--- config.mk ---
export PLATFORM = sky130hd
export DESIGN_NAME = expu_row_accumulator
export DESIGN_NICKNAME = d
export VERILOG_FILES = /design/src/rtl/expu_row_accumulator.sv
export SDC_FILE = /design/constraint.sdc
export NUM_CORES = 1
export LEC_CHECK = 0
export CAP_MARGIN = 20
export CORE_ASPECT_RATIO = 1.4
export CORE_MARGIN = 5
export CORE_UTILIZATION = 63
export DETAILED_ROUTE_END_ITERATION = 16
export GPL_ROUTABILITY_DRIVEN = 0
export PLACE_DENSITY_LB_ADDON = 0.05
export SKIP_LAST_GASP = 1
export SLEW_MARGIN = 20
export SYNTH_ARGS = -nofsm -noshare
export SYNTH_HDL_FRONTEND = slang
export SYNTH_SLANG_ARGS = --single-unit
--- constraint.sdc ---
create_clock -name clk_i -period 9.78 [get_ports clk_i]
set_input_delay 1.467 -clock clk_i [delete_from_list [all_inputs] [get_ports clk_i]]
set_output_delay 1.467 -clock clk_i [all_outputs]
set_load 0.005 [all_outputs]
--- src/rtl/expu_row_accumulator.sv ---
// Row-sum (softmax denominator) accumulator for exp-unit results, FP16ALT (bfloat16) elements.
// Optional macro EXPU_ACC_ROUND_EN selects round-to-nearest-even on the output conversion.
module expu_row_accumulator #(
    parameter int EXPONENT_BITS = 8,   // FP16ALT exponent field
    parameter int MANTISSA_BITS = 7,   // FP16ALT mantissa field
    parameter int ACC_FRAC_BITS = 16,
    parameter int ACC_INT_BITS  = 8,
    parameter int CNT_WIDTH     = 16,
    localparam int WIDTH     = 1 + EXPONENT_BITS + MANTISSA_BITS,
    localparam int BIAS      = 2 ** (EXPONENT_BITS - 1) - 1,
    localparam int ACC_WIDTH = ACC_INT_BITS + ACC_FRAC_BITS
) (
    input  logic                 clk_i,
    input  logic                 rst_ni,
    input  logic                 clear_i,
    input  logic                 valid_i,
    output logic                 ready_o,
    input  logic [WIDTH-1:0]     op_i,
    input  logic                 last_i,
    output logic                 valid_o,
    input  logic                 ready_i,
    output logic [WIDTH-1:0]     sum_o,
    output logic [CNT_WIDTH-1:0] count_o,
    output logic                 sat_o
);

    // Exponent at which the mantissa LSB lands on the accumulator LSB.
    localparam int SH_OFF = BIAS - ACC_FRAC_BITS + MANTISSA_BITS;
    // Smallest exponent whose value reaches 2^ACC_INT_BITS.
    localparam int SAT_E  = BIAS + ACC_INT_BITS;

    typedef enum logic {ACCUM, DONE} state_t;

    state_t                 state, state_next;
    logic [ACC_WIDTH-1:0]   acc, acc_next;
    logic [CNT_WIDTH-1:0]   count, count_next;
    logic                   sat, sat_next;

    logic [EXPONENT_BITS-1:0] in_exp;
    logic [MANTISSA_BITS:0]   in_mant;
    logic [ACC_WIDTH-1:0]     contrib;
    logic                     force_sat;
    logic [ACC_WIDTH:0]       acc_sum;
    logic                     unused_sign;
    int                       ev;

    assign in_exp      = op_i[WIDTH-2 -: EXPONENT_BITS];
    assign in_mant     = {1'b1, op_i[MANTISSA_BITS-1:0]};
    assign unused_sign = op_i[WIDTH-1];  // magnitude only

    always_comb begin
        contrib   = '0;
        force_sat = 1'b0;
        ev        = int'(in_exp);
        if (in_exp == '1) begin
            force_sat = 1'b1;
        end else if (in_exp != '0) begin
            if (ev >= SAT_E)
                force_sat = 1'b1;
            else if (ev >= SH_OFF)
                contrib = ACC_WIDTH'(in_mant) << (ev - SH_OFF);
            else
                contrib = ACC_WIDTH'(in_mant >> (SH_OFF - ev));
        end
    end

    assign acc_sum = {1'b0, acc} + {1'b0, contrib};

    always_comb begin
        state_next = state;
        acc_next   = acc;
        count_next = count;
        sat_next   = sat;
        case (state)
            ACCUM: if (valid_i) begin
                count_next = (count == '1) ? count : count + CNT_WIDTH'(1);
                if (sat || force_sat || acc_sum[ACC_WIDTH]) begin
                    acc_next = '1;
                    sat_next = 1'b1;
                end else begin
                    acc_next = acc_sum[ACC_WIDTH-1:0];
                end
                if (last_i) state_next = DONE;
            end
            DONE: if (ready_i) begin
                state_next = ACCUM;
                acc_next   = '0;
                count_next = '0;
                sat_next   = 1'b0;
            end
            default: state_next = ACCUM;
        endcase
    end

    always_ff @(posedge clk_i) begin
        if (!rst_ni || clear_i) begin
            state <= ACCUM;
            acc   <= '0;
            count <= '0;
            sat   <= 1'b0;
        end else begin
            state <= state_next;
            acc   <= acc_next;
            count <= count_next;
            sat   <= sat_next;
        end
    end

    // Fixed-point to FP: normalise so the leading one drops off the top of norm.
    int                       lead;
    logic [ACC_WIDTH-2:0]     norm;
    logic [EXPONENT_BITS-1:0] out_exp;
    logic [MANTISSA_BITS-1:0] out_mant;
    logic [WIDTH-1:0]         fp_sum;

    always_comb begin
        lead = 0;
        for (int i = 0; i < ACC_WIDTH; i++)
            if (acc[i]) lead = i;
        norm = (ACC_WIDTH-1)'(acc << (ACC_WIDTH - 1 - lead));
    end

`ifdef EXPU_ACC_ROUND_EN
    logic                 guard, sticky, round_up;
    logic [MANTISSA_BITS:0] mant_rnd;

    assign guard    = norm[ACC_WIDTH-2-MANTISSA_BITS];
    assign sticky   = |norm[ACC_WIDTH-3-MANTISSA_BITS:0];
    assign round_up = guard && (sticky || norm[ACC_WIDTH-1-MANTISSA_BITS]);
    assign mant_rnd = {1'b0, norm[ACC_WIDTH-2 -: MANTISSA_BITS]} + (MANTISSA_BITS+1)'(round_up);

    always_comb begin
        out_exp  = EXPONENT_BITS'(lead - ACC_FRAC_BITS + BIAS);
        out_mant = mant_rnd[MANTISSA_BITS-1:0];
        if (mant_rnd[MANTISSA_BITS]) out_exp = out_exp + EXPONENT_BITS'(1);
    end
`else
    logic unused_low;
    assign unused_low = ^norm[ACC_WIDTH-2-MANTISSA_BITS:0];

    always_comb begin
        out_exp  = EXPONENT_BITS'(lead - ACC_FRAC_BITS + BIAS);
        out_mant = norm[ACC_WIDTH-2 -: MANTISSA_BITS];
    end
`endif

    assign fp_sum  = (acc == '0) ? '0 : {1'b0, out_exp, out_mant};

    assign ready_o = (state == ACCUM);
    assign valid_o = (state == DONE);
    assign sum_o   = (state == DONE) ? fp_sum : '0;
    assign count_o = count;
    assign sat_o   = sat;

endmodule

---- Yosys cells after proc, flatten, opt, wreduce, memory -nomap -nowiden ----
Cells that the tools add are included.
storage, ports and cells
  register bits ........................... 42
  input bits .............................. 22
  output and inout bits ................... 35
  word-level logic and storage cells ...... 80
operators by class
  add/sub/neg operators ................... 7
  magnitude comparators ................... 2
  equal/unequal tests ..................... 6
  shift operators ......................... 3
  muxes and demuxes ....................... 48
  bitwise logic cells ..................... 1
  reductions and logical operators ........ 9
operators with widths
  kind                                                  count
  2-to-1 mux 32 bit                                     22
  2-to-1 mux 24 bit                                     7
  2-to-1 mux 16 bit                                     3
  one-hot mux 24 bit (2 select lines)                   1
  one-hot mux 16 bit (2 select lines)                   1
  left shift 24 x 32 -> 23 bit                          1
  left shift 8 x 32 -> 24 bit                           1
  >> shifter 8 x 32 -> 24 bit                           1
  subtractor 6 x 32 -> 32 bit (first input constant)    1
  2-to-1 mux 15 bit                                     2
  adder 24 x 24 -> 25 bit                               1
  logical NOT 24 bit                                    1
  adder 16 x 1 -> 16 bit (second input constant)        1
  equality test 16 bit (second input constant)          1
  2-to-1 mux 1 bit                                      10
  subtractor 7 x 8 -> 9 bit (first input constant)      1
  subtractor 8 x 7 -> 9 bit (second input constant)     1
  adder 8 bit (second input constant)                   1
  equality test 8 bit (second input constant)           1
  >= comparator 8 x 7 -> 1 bit (second input constant)  1
  >= comparator 8 bit (second input constant)           1
  nonzero test 8 bit                                    1
  subtractor 8 x 6 -> 8 bit (second input constant)     1
  inequality test 2 bit (second input constant)         3
  7 further kinds                                       11

---- Depth between registers and ports, before layout ----
Gate-level depths: netlist of the first run.
  word-level depth ........................ 27
  gate-level depth with buffers ........... 24
  gate-level depth less buffers ........... 21

---- Worst setup path before layout of the first run ----
Ideal clock, no wire load.
  kind .................................... in2reg
  start point ............................. input port op_i[7]
  end point ............................... register acc[10]
  library setup time ...................... 0.146 ns
  arrival time ............................ 5.776 ns
  data required time ...................... 9.634 ns
  setup slack ............................. 3.858 ns
  cell stages on the path ................. 20
  buffers on the path ..................... 3
  path through ............................ buf_1 -> inv_1 -> ha_1 -> clkbuf_1 -> mux4_2 -> mux2i_1 -> nor2_1 -> a21oi_1 -> nor2_1 -> fa_1 -> a211oi_2 -> o21a_1 -> o31ai_2 -> or4_4 -> a31o_2 -> a21oi_2 -> o211ai_2 -> nor2_4 -> buf_6 -> a211oi_2
on the way
  word-level cells in the longest chain between the ends .. 11
  elaborated cells between the ends (all ways) .. 21
  classes of those cells .................. add/sub (3); order compare (2); eq/ne (1); shift (2); mux (10); reduce/logical (3)
RTL lines
  item                                                                               line    RTL
  start, declared                                                                    18      input logic [WIDTH-1:0] op_i,
  subtractor 7 x 8 -> 9 bit / subtractor 8 x 7 -> 9 bit (equally long branches)      63, 61
  >> shifter 8 x 32 -> 24 bit / left shift 8 x 32 -> 24 bit (equally long branches)  63, 61
  2-to-1 mux 24 bit                                                                  60      else if (ev >= SH_OFF)
  2-to-1 mux 24 bit                                                                  58      if (ev >= SAT_E)
  2-to-1 mux 24 bit                                                                  57      end else if (in_exp != '0) begin
  2-to-1 mux 24 bit                                                                  55      if (in_exp == '1) begin
  adder 24 x 24 -> 25 bit                                                            67      assign acc_sum = {1'b0, acc} + {1'b0, contrib};
  logical OR 1 bit                                                                   77      if (sat || force_sat || acc_sum[ACC_WIDTH]) begin
  2-to-1 mux 24 bit (*)                                                              77
  2-to-1 mux 24 bit (*)                                                              75      ACCUM: if (valid_i) begin
  one-hot mux 24 bit (2 select lines) (*)                                            74      case (state)
  end signal, assigned                                                               103     acc <= acc_next;
  end, declared                                                                      35      logic [ACC_WIDTH-1:0] acc, acc_next;
Every way passes the cells marked *; elsewhere a longest branch is shown, timed or not. The select of a mux whose other input is x is not followed.
A chain may end at the register's enable or synchronous reset.

---- Final worst setup path of the first run ----
  start point ............................. input port op_i[7]
  end point ............................... register acc[17]
The elaborated chain is that of the path after synthesis.

==> key figures, run 1 <==
Status
  • Status: finished, final reports clean

Timing
  • Clk_skew: 0.00892 ns
  • Setup_tns: 0 ns
  • RSZ-0062 raised after global routing: false
  • Final worst path period share: 74.9%
  • Rel. slew slack: 34.7%
  • Setup Viol. Count Final: 0
  • Final min period: 7.32 ns
  • Actual slew at the worst max-slew pin: 0.980 ns
  • Fmax: 137 MHz
  • Fin. Hold Viols: 0
  • Slew Viols, Final: 0

Clocking
  • Clock buffer count from CTS: 5
  • Sink Count: 42
  • Cts hold-fix bufs: 0
  • Clk_lat worst skew: 0.29 ns
  • CTS-repair resized insts: 0
  • Clk buf depth: 2
  • CTS clk-pin slew, worst paths: 0.06 ns
  • H-tree levels: 2
  • TritonCTS clock tree: yes
  • Root Buffer: clkbuf_16
  • Post-CTS Setup Bufs: 0

Drt
  • Final wirelength: 15,200 um
  • Drt via density: 6.63
  • Initial DRC Count: 393
  • Post-route ant nets: 0
  • DRC violations left: 0
  • Avg WL per Cell: 17.7 um
  • Drt first pass iters: 7
  • Total number of vias: 5,686

Worst setup path
  • Worst Setup End Kind: flip-flop
  • CP startpoint kind: primary input
  • FF-to-FF setup slack: 6.13 ns
  • Worst R2R End: acc[17]
  • Kind of critical path: in2reg
  • R2r worst-path depth: 11
  • CP required: 9.92 ns
  • CP max FO: 24
  • WP data arrival: 7.46 ns
  • Worst R2R Start: acc[0]

Logic synthesis
  • Warnings from Yosys: 0
  • Synth cell types: 81
  • Primary FF master, synth: dfxtp_1
  • Syn Nets: 786
  • EDFF count, synth: 0
  • Ys async rst share: 0%
  • Part of the Yosys area used for sequential elements: 15.7%
  • Syn Std Cell Area: 0.00537 mm^2
  • Synthesized area per cell: 7.36 um^2
  • Post-synth top area share: 15.7%
  • Top post-synthesis cells by area: dfxtp_1, a21oi_1, ha_1
  • #FFs+latches synth: 42
  • Synth area leader: dfxtp_1
  • Synthesized instance count: 730

Hold path
  • Min-delay src: count_o[4]
  • Hold path cells: 2
  • WHS Endpoint: count_o[4]
  • HP Class: reg2reg

GRT
  • Initial antenna violation count: 0
  • Pin count of the biggest net entering global routing: 28
  • Gr usage total: 29.0%
  • Vias in the first global route: 5,361
  • Total grt overflow: 0
  • Global-route wire length before repair: 25,100 um

Die
  • IO Pins: 57
  • Die ar.: 0.0105 mm^2
  • # rows: 40
  • Initial core utilization: 63.5%
  • Die width: 88.0 um
  • Die H: 119 um
  • Core ar.: 0.00846 mm^2

Finish
  • Filler cells: 721
  • Commonest non-fill, non-tap cell in the layout: a21oi_1
  • Multi-input gate area: 0.00422 mm^2
  • Share of cells above drive strength 1: 9.18%
  • Layout Nets: 807
  • Layout area overhead: 11.7%
  • Commonest cells after routing, fill and taps aside: a21oi_1, nor2_1, nand2_1
  • Antenna Cells: 0
  • Register area: 841 um^2

Placed design
  • Final HPWL DP: 11,400 um
  • Buffers added on ports: 54

Job
  • MaxCap Viol Count: 0

Pwr
  • Peak VDD IR: 0.0000893 V
  • Tot Pwr: 0.597 mW
  • Lkg Pwr: 2.22 nW
  • PD cells: 99.5 mW/mm^2
## worst max-delay path by stage
stage               startpoint  endpoint  slack (ns)  cells after the start
floorplan              op_i[7]   acc[10]        3.86                     20
global placement       op_i[7]    acc[6]        2.27                     21
detailed placement     op_i[7]   acc[17]        2.17                     21
CTS                    op_i[7]   acc[17]        2.46                     21
global route           op_i[7]   acc[20]        2.02                     21
finish                 op_i[7]   acc[17]        2.46                     21
## flip-flops by register name, summed over array words and instances, names as in the netlist
| register | flops |
|---|---|
| count_o | 16 |
| sat_o | 1 |
| acc | 24 |
| valid_o | 1 |
## final cells by class
cell class | instances | share of cell area, %
inverter | 26 | 1.63
multi-input combinational | 618 | 70.3
clock buffer | 6 | 2.15
clock inverter | 2 | 0.229
timing repair buffer | 58 | 9.51
sequential | 42 | 14.0
tap | 105 | 2.19
## power breakdown
group	internal (mW)	switching (mW)
clock network	0.0947	0.0690
logic	0.0963	0.147
registers	0.177	0.0135
## logic make-up (layout without fill, tap and decap cells)
group	count (synthesis)	after routing	synth area share, %
compound gates	240	240	31.4
xor+xnor	36	36	5.87
fa+ha+maj	34	34	8.06
buf+inv	70	92	5.87
flops	42	42	15.7
mux	48	48	10.1
other cells	1	1	0.0698
simple gates	259	259	23.0
## layer usage
metal / GRT usage [%] / routed length, um / vias to the layer above / share of wire [%]
li1: - / - / 2726 / -
met4: 11.7 / 499 / 0 / 3.3
met1: 34.3 / 6140 / 2693 / 40
met3: 3.60 / 758 / 46 / 5.0
met2: 51.4 / 7790 / 221 / 51
met5: 0 / 0 / - / 0
## through the flow
step                      hold slack [ns]  utilization, %  area [um^2]  worst slack (ns)  instances
final                               0.512            70.9         6000              2.46        857
after global routing                0.544            70.9         6000              2.02        857
after CTS                           0.514            70.9         6000              2.46        857
after detailed placement            0.503            69.2         5860              2.17        849
after global placement              0.485            69.2         5860              2.27        849
after floorplan                     0.483               -         5370              3.86        730
## cells in the mapped netlist, drive strengths merged (4+ instances only)
cell type,number
o22ai,7
o31ai,4
a21oi,93
buf,19
clkbuf,25
o21bai,5
nand3,13
or2,5
nor2b,6
a22o,5
o32ai,5
mux2,8
a21o,12
nand2b,8
o211ai,5
nand2,69
dfxtp,42
or3,8
mux4,4
ha,33
nor3,23
and2,6
mux2i,36
a211o,6
nor3b,4
inv,26
nor4,7
a211oi,30
nor2,91
xor2,15
a31oi,6
nand4,7
xnor2,21
o21ai,33
## worst max-delay path, stage by stage
cell and delay [ns]:
clkdlybuf4s50_1 1.04, inv_1 0.36, ha_1 0.59, nor2b_1 0.08, a211oi_1 0.22, a21oi_1 0.10
mux2i_1 0.19, nor2_1 0.06, a21oi_1 0.12, nor2_1 0.10, ha_1 0.23, fa_1 0.44
a211oi_2 0.28, o21a_1 0.21, o31ai_2 0.12, or4_4 0.45, a31o_2 0.25, a21oi_2 0.15
o211ai_2 0.17, nor2_4 0.65, a211oi_2 0.16
Note: power is estimated with default switching activity, not from simulation.
==> run 2: changes to the inputs <==
--- a/config.mk
+++ b/config.mk
@@ -8,7 +8,7 @@
 export CAP_MARGIN = 20
 export CORE_ASPECT_RATIO = 1.4
 export CORE_MARGIN = 5
-export CORE_UTILIZATION = 63
+export CORE_UTILIZATION = 59
 export DETAILED_ROUTE_END_ITERATION = 16
 export GPL_ROUTABILITY_DRIVEN = 0
 export PLACE_DENSITY_LB_ADDON = 0.05
==> constraint.sdc (replaced) <==
create_clock -name clk_i -period 7.4 [get_ports clk_i]
set_input_delay 1.11 -clock clk_i [delete_from_list [all_inputs] [get_ports clk_i]]
set_output_delay 1.11 -clock clk_i [all_outputs]
set_load 0.005 [all_outputs]
==> run 2 against run 1 <==
  * Largest power group unchanged
  * Highest routed layer unchanged
  * Die area rose by 6.1%
  * Cell count rose by 0.58%
  * Critical path type unchanged
  * Critical path depth rose by 2
  * Power rose by 39%
  * Global-route usage fell by 2.2 points
  * Flip-flop and latch count did not move
  * Utilization fell by 3.5 points
  * Largest cell class unchanged
==> key figures, run 2 (same netlist as run 1, synthesis figures left out) <==
Clocking
  • Root Buffer: clkbuf_16
  • Post-CTS Setup Bufs: 0
  • Clock buffer count from CTS: 5
  • Clk_lat worst skew: 0.29 ns
  • CTS clk-pin slew, worst paths: 0.06 ns
  • H-tree levels: 2
  • Sink Count: 42
  • Clk buf depth: 2
  • Cts hold-fix bufs: 0
  • TritonCTS clock tree: yes
  • CTS-repair resized insts: 0

GRT
  • Total grt overflow: 0
  • GRT busiest layer: met2
  • Vias in the first global route: 5,400
  • Initial antenna violation count: 0
  • Pin count of the biggest net entering global routing: 28
  • Gr usage total: 26.7%
  • Met3 Use GR: 2.86%
  • Global-route wire length before repair: 25,100 um
  • Met1 Use GR: 30.2%
  • Met2 Use GR: 50.8%

Drt
  • Total number of vias: 5,570
  • Drt via density: 6.46
  • Final wirelength: 15,200 um
  • Initial DRC Count: 330
  • Drt first pass iters: 8
  • Avg WL per Cell: 17.6 um
  • Post-route ant nets: 0
  • DRC violations left: 0

Finish
  • Share of cells above drive strength 1: 9.67%
  • Filler cells: 810
  • Fin area: 0.00605 mm^2
  • Layout area overhead: 12.6%
  • Layout Nets: 810
  • Top reg by flops: acc
  • Antenna Cells: 0
  • Commonest cells after routing, fill and taps aside: a21oi_1, nor2_1, nand2_1
  • Commonest non-fill, non-tap cell in the layout: a21oi_1
  • Max reg flops: 24

Worst setup path
  • CP required: 7.55 ns
  • CP max FO: 24
  • CP startpoint kind: primary input
  • WP data arrival: 6.36 ns
  • CP max stage delay: 0.55 ns
  • Buf/Inv on CP: 4
  • Worst R2R End: acc[10]
  • R2r worst-path depth: 12
  • Worst Setup End Kind: flip-flop
  • Worst R2R Start: acc[0]
  • Kind of critical path: in2reg
  • FF-to-FF setup slack: 3.94 ns
  • Crit path cell chain: clkdlybuf4s50_1 -> buf_4 -> inv_1 -> ha_1 -> nor2b_1 -> a211oi_1 -> a21oi_1 -> mux2i_1 -> nor2_1 -> a21oi_1 -> nor2_1 -> ha_1 -> fa_1 -> a211oi_2 -> o21a_1 -> o31ai_2 -> or4_4 -> a31o_2 -> a21oi_2 -> o211ai_2 -> nor2_4 -> buf_4 -> a211oi_2
  • Worst path slowest cell: ha_1
  • Crit path max-delay family: compound AO/OA/AOI/OAI gates

Timing
  • Final setup margin: 1.19 ns
  • Setup_tns: 0 ns
  • Slew Viols, Final: 0
  • Clk_skew: 0.00721 ns
  • Final min period: 6.21 ns
  • Fin. Hold Viols: 0
  • RSZ-0062 raised after global routing: false
  • Final worst path period share: 84.0%
  • Rel. slew slack: 31.3%
  • Setup Viol. Count Final: 0
  • Worst hold slack: 0.505 ns
  • Actual slew at the worst max-slew pin: 1.03 ns
  • Fmax: 161 MHz

Placed design
  • Final HPWL DP: 11,600 um
  • Placed instance area: 0.00588 mm^2
  • Pre-CTS WS: 0.949 ns
  • Buffers added on ports: 54

Pwr
  • PD cells: 137 mW/mm^2
  • Internal power: 0.521 mW
  • Clock share of power: 30.7%
  • Sequential power share: 30.3%
  • Net Sw Power: 0.306 mW
  • Lkg Pwr: 2.25 nW
  • Sw Ratio: 37.0%
  • Peak VDD IR: 0.0000898 V
  • Combinational share of power: 38.9%

Hold path
  • WHS Endpoint: count_o[5]
  • HP Class: reg2reg
  • Hold path cells: 2
  • Min-delay src: count_o[5]

Die
  • Initial core utilization: 59.8%
  • Die H: 123 um
  • Die width: 90.6 um
  • Core ar.: 0.00898 mm^2
  • # rows: 41
  • IO Pins: 57
  • Die ar.: 0.0111 mm^2

Status
  • Status: finished, final reports clean

Job
  • MaxCap Viol Count: 0
## run 2: power by group through the flow
stage	combinational [mW]	sequential, mW	clock (mW)
6_report	0.322	0.251	0.254
5_1_grt	0.349	0.252	0.268
4_1_cts	0.316	0.250	0.257
3_5_place_dp	0.315	0.255	0
3_3_place_gp	0.308	0.255	0
2_1_floorplan	0.254	0.247	0
## run 2: layout make-up
class	count	area (um^2)	share of cell area, %
clock inverter	3	43.8	0.724
clock buffer	5	125	2.07
timing repair buffer	61	593	9.80
inverter	26	97.6	1.61
multi-input combinational	618	4220	69.7
sequential	42	841	13.9
tap	107	134	2.21
## run 2: worst max path at each step
stage | startpoint | to | slack, ns | depth (start not counted)
4_1_cts | op_i[7] | acc[1] | 1.24 | 23
3_3_place_gp | op_i[7] | acc[1] | 1.01 | 23
6_report | op_i[7] | acc[10] | 1.19 | 23
3_5_place_dp | op_i[7] | acc[1] | 0.95 | 23
5_1_grt | op_i[7] | acc[1] | 0.90 | 22
2_1_floorplan | op_i[7] | acc[10] | 1.83 | 20
## run 2: metrics by stage
step,utilization (%),instances,total power [mW]
final,67.4,862,0.827
after global routing,67.4,862,0.869
after CTS,67.4,862,0.824
after detailed placement,65.5,854,0.570
after global placement,65.5,854,0.563
after floorplan,-,730,0.502
## run 2: worst min-delay path, delay by kind of cell, from the launching register on
family | cells | cell delay, ns
flops | 1 | 0.32
compound gates | 2 | 0.13
## run 2: metal layers
metal	vias up	share of wire, %	wire [um]
met1	2625	41	6240
met3	40	4.5	682
met5	-	0	0
met4	0	2.9	441
li1	2729	-	-
met2	176	52	7850
==> run 3: changes to the inputs <==
==> constraint.sdc (replaced) <==
create_clock -name clk_i -period 6.15 [get_ports clk_i]
set_input_delay 0.9225 -clock clk_i [delete_from_list [all_inputs] [get_ports clk_i]]
set_output_delay 0.9225 -clock clk_i [all_outputs]
set_load 0.005 [all_outputs]
==> run 3 against run 2 <==
  * Die area stayed put
  * Critical endpoint is now acc[13]
  * Clock-buffer cell count grew 1
  * First-iteration DRC count rose by 11%
  * Cell count is 0.58% higher
  * Critical path type unchanged
  * Sequential share of layout area shrank 0.057 points
==> key figures, run 3 (same netlist as run 1, synthesis figures left out) <==
Clocking
  • Cts hold-fix bufs: 0
  • Clk buf depth: 2
  • Clk_lat worst skew: 0.29 ns
  • CTS clk-pin slew, worst paths: 0.06 ns
  • Root Buffer: clkbuf_16
  • Sink Count: 42
  • H-tree levels: 2
  • Clock buffer count from CTS: 5
  • TritonCTS clock tree: yes

Die
  • # rows: 41
  • IO Pins: 57
  • Initial core utilization: 59.8%
  • Die ar.: 0.0111 mm^2
  • Die width: 90.6 um
  • Core ar.: 0.00898 mm^2
  • Die H: 123 um

Worst setup path
  • CP required: 6.30 ns
  • CP startpoint kind: primary input
  • R2r worst-path depth: 12
  • Worst R2R Start: acc[0]
  • Kind of critical path: in2reg
  • FF-to-FF setup slack: 2.83 ns
  • Worst R2R End: acc[13]
  • CP max FO: 22
  • Top cell by count, worst path: a21oi_1
  • Worst Setup End Kind: flip-flop
  • Worst path slowest cell: clkdlybuf4s50_1
  • WP data arrival: 5.86 ns
  • Crit path cell chain: clkdlybuf4s50_1 -> and2_0 -> a21oi_1 -> nor2_1 -> a21oi_1 -> o32a_1 -> buf_4 -> a211oi_1 -> mux2i_1 -> a2bb2oi_1 -> nor2_1 -> ha_1 -> a21o_1 -> a21oi_1 -> o31ai_2 -> or4_4 -> a31o_2 -> a21oi_2 -> o211ai_2 -> nor2_4 -> buf_12 -> a211oi_2
  • CP max stage delay: 0.62 ns

Finish
  • Max reg flops: 24
  • Layout area overhead: 13.1%
  • Fin util: 67.7%
  • Share of cells above drive strength 1: 10.1%
  • Commonest non-fill, non-tap cell in the layout: a21oi_1
  • Commonest cells after routing, fill and taps aside: a21oi_1, nor2_1, nand2_1
  • Antenna Cells: 0
  • Top reg by flops: acc
  • Layout Nets: 815

Timing
  • Setup Viol. Count Final: 0
  • Actual slew at the worst max-slew pin: 1.03 ns
  • Fmax: 175 MHz
  • Setup_tns: 0 ns
  • Slew Viols, Final: 0
  • RSZ-0062 raised after global routing: false
  • Final worst path period share: 92.9%
  • Rel. slew slack: 31.3%
  • Fin. Hold Viols: 0
  • Final min period: 5.71 ns
  • Clk_skew: 0.00913 ns

Drt
  • Drt first pass iters: 6
  • Total number of vias: 5,597
  • Drt via density: 6.46
  • Final wirelength: 15,200 um
  • DRC violations left: 0
  • Initial DRC Count: 366
  • Post-route ant nets: 0
  • Avg WL per Cell: 17.5 um

GRT
  • Gr usage total: 26.4%
  • GRT busiest layer: met2
  • Met1 Use GR: 29.9%
  • Vias in the first global route: 5,307
  • Pin count of the biggest net entering global routing: 28
  • Total grt overflow: 0
  • Initial antenna violation count: 0
  • Met3 Use GR: 2.92%
  • Global-route wire length before repair: 24,700 um
  • Met2 Use GR: 49.2%

Pwr
  • PD cells: 157 mW/mm^2
  • Tot Pwr: 0.955 mW
  • Lkg Pwr: 2.26 nW
  • Peak VDD IR: 0.000111 V

Hold path
  • HP Class: reg2reg
  • Min-delay src: count_o[5]
  • Hold path cells: 2
  • WHS Endpoint: count_o[5]

Job
  • MaxCap Viol Count: 0

Placed design
  • Buffers added on ports: 54
  • Final HPWL DP: 11,600 um

Status
  • Status: finished, final reports clean
## run 3: cell types whose count changed in the layout (fill, tap and decap cells not counted), sizes merged
cell | previous run | this run
bufinv | 1 | 0
buf | 7 | 12
clkinv | 1 | 2
inv | 27 | 26
clkbuf | 5 | 6
## run 3: layout make-up
type	count	area (um^2)
Clock inverter	2	13.8
Tap cell	107	134
Multi-Input combinational cell	618	4220
Fill cell	819	2900
Inverter	26	97.6
Clock buffer	6	129
Timing Repair Buffer	66	643
Sequential cell	42	841
## run 3: timing repair
item,CTS,global route
gates resized for setup,0,1
buffers inserted,0,0
endpoints found under the setup margin,0,22
## run 3: metal layers
metal  share of wire [%]  vias to the layer above  routed length, um
met5                   0                        -                  0
met4                 3.5                        0                530
met3                 3.8                       42                579
met2                  52                      152               7810
met1                  41                     2668               6240
li1                    -                     2735                  -
## run 3: where the power goes
group	total (mW)	switching, mW	internal (mW)
clock	0.261	0.110	0.151
sequential	0.302	0.0213	0.281
combinational	0.392	0.234	0.158
## run 3: through the flow
step                instance area (um^2)  setup slack (ns)  hold slack (ns)  instances
floorplan                           5370             0.772            0.483        730
global placement                    5930             0.259            0.490        859
detailed placement                  5930             0.198            0.504        859
CTS                                 6070             0.474            0.512        867
global route                        6070            0.0384            0.540        867
finish                              6070             0.438            0.506        867
## run 3: worst max path at each step
stage | start | to | depth (start not counted)
2_1_floorplan | op_i[7] | acc[10] | 20
3_3_place_gp | op_i[9] | acc[6] | 21
3_5_place_dp | op_i[9] | acc[1] | 21
4_1_cts | op_i[9] | acc[1] | 21
5_1_grt | op_i[8] | acc[9] | 22
6_report | op_i[9] | acc[13] | 22
## run 3: critical path, delay by kind of cell
kind | cells | cell delay [ns]
compound gates | 12 | 2.18
fa+ha+maj | 1 | 0.33
buf+inv | 3 | 1.05
mux | 1 | 0.22
simple gates | 5 | 1.14
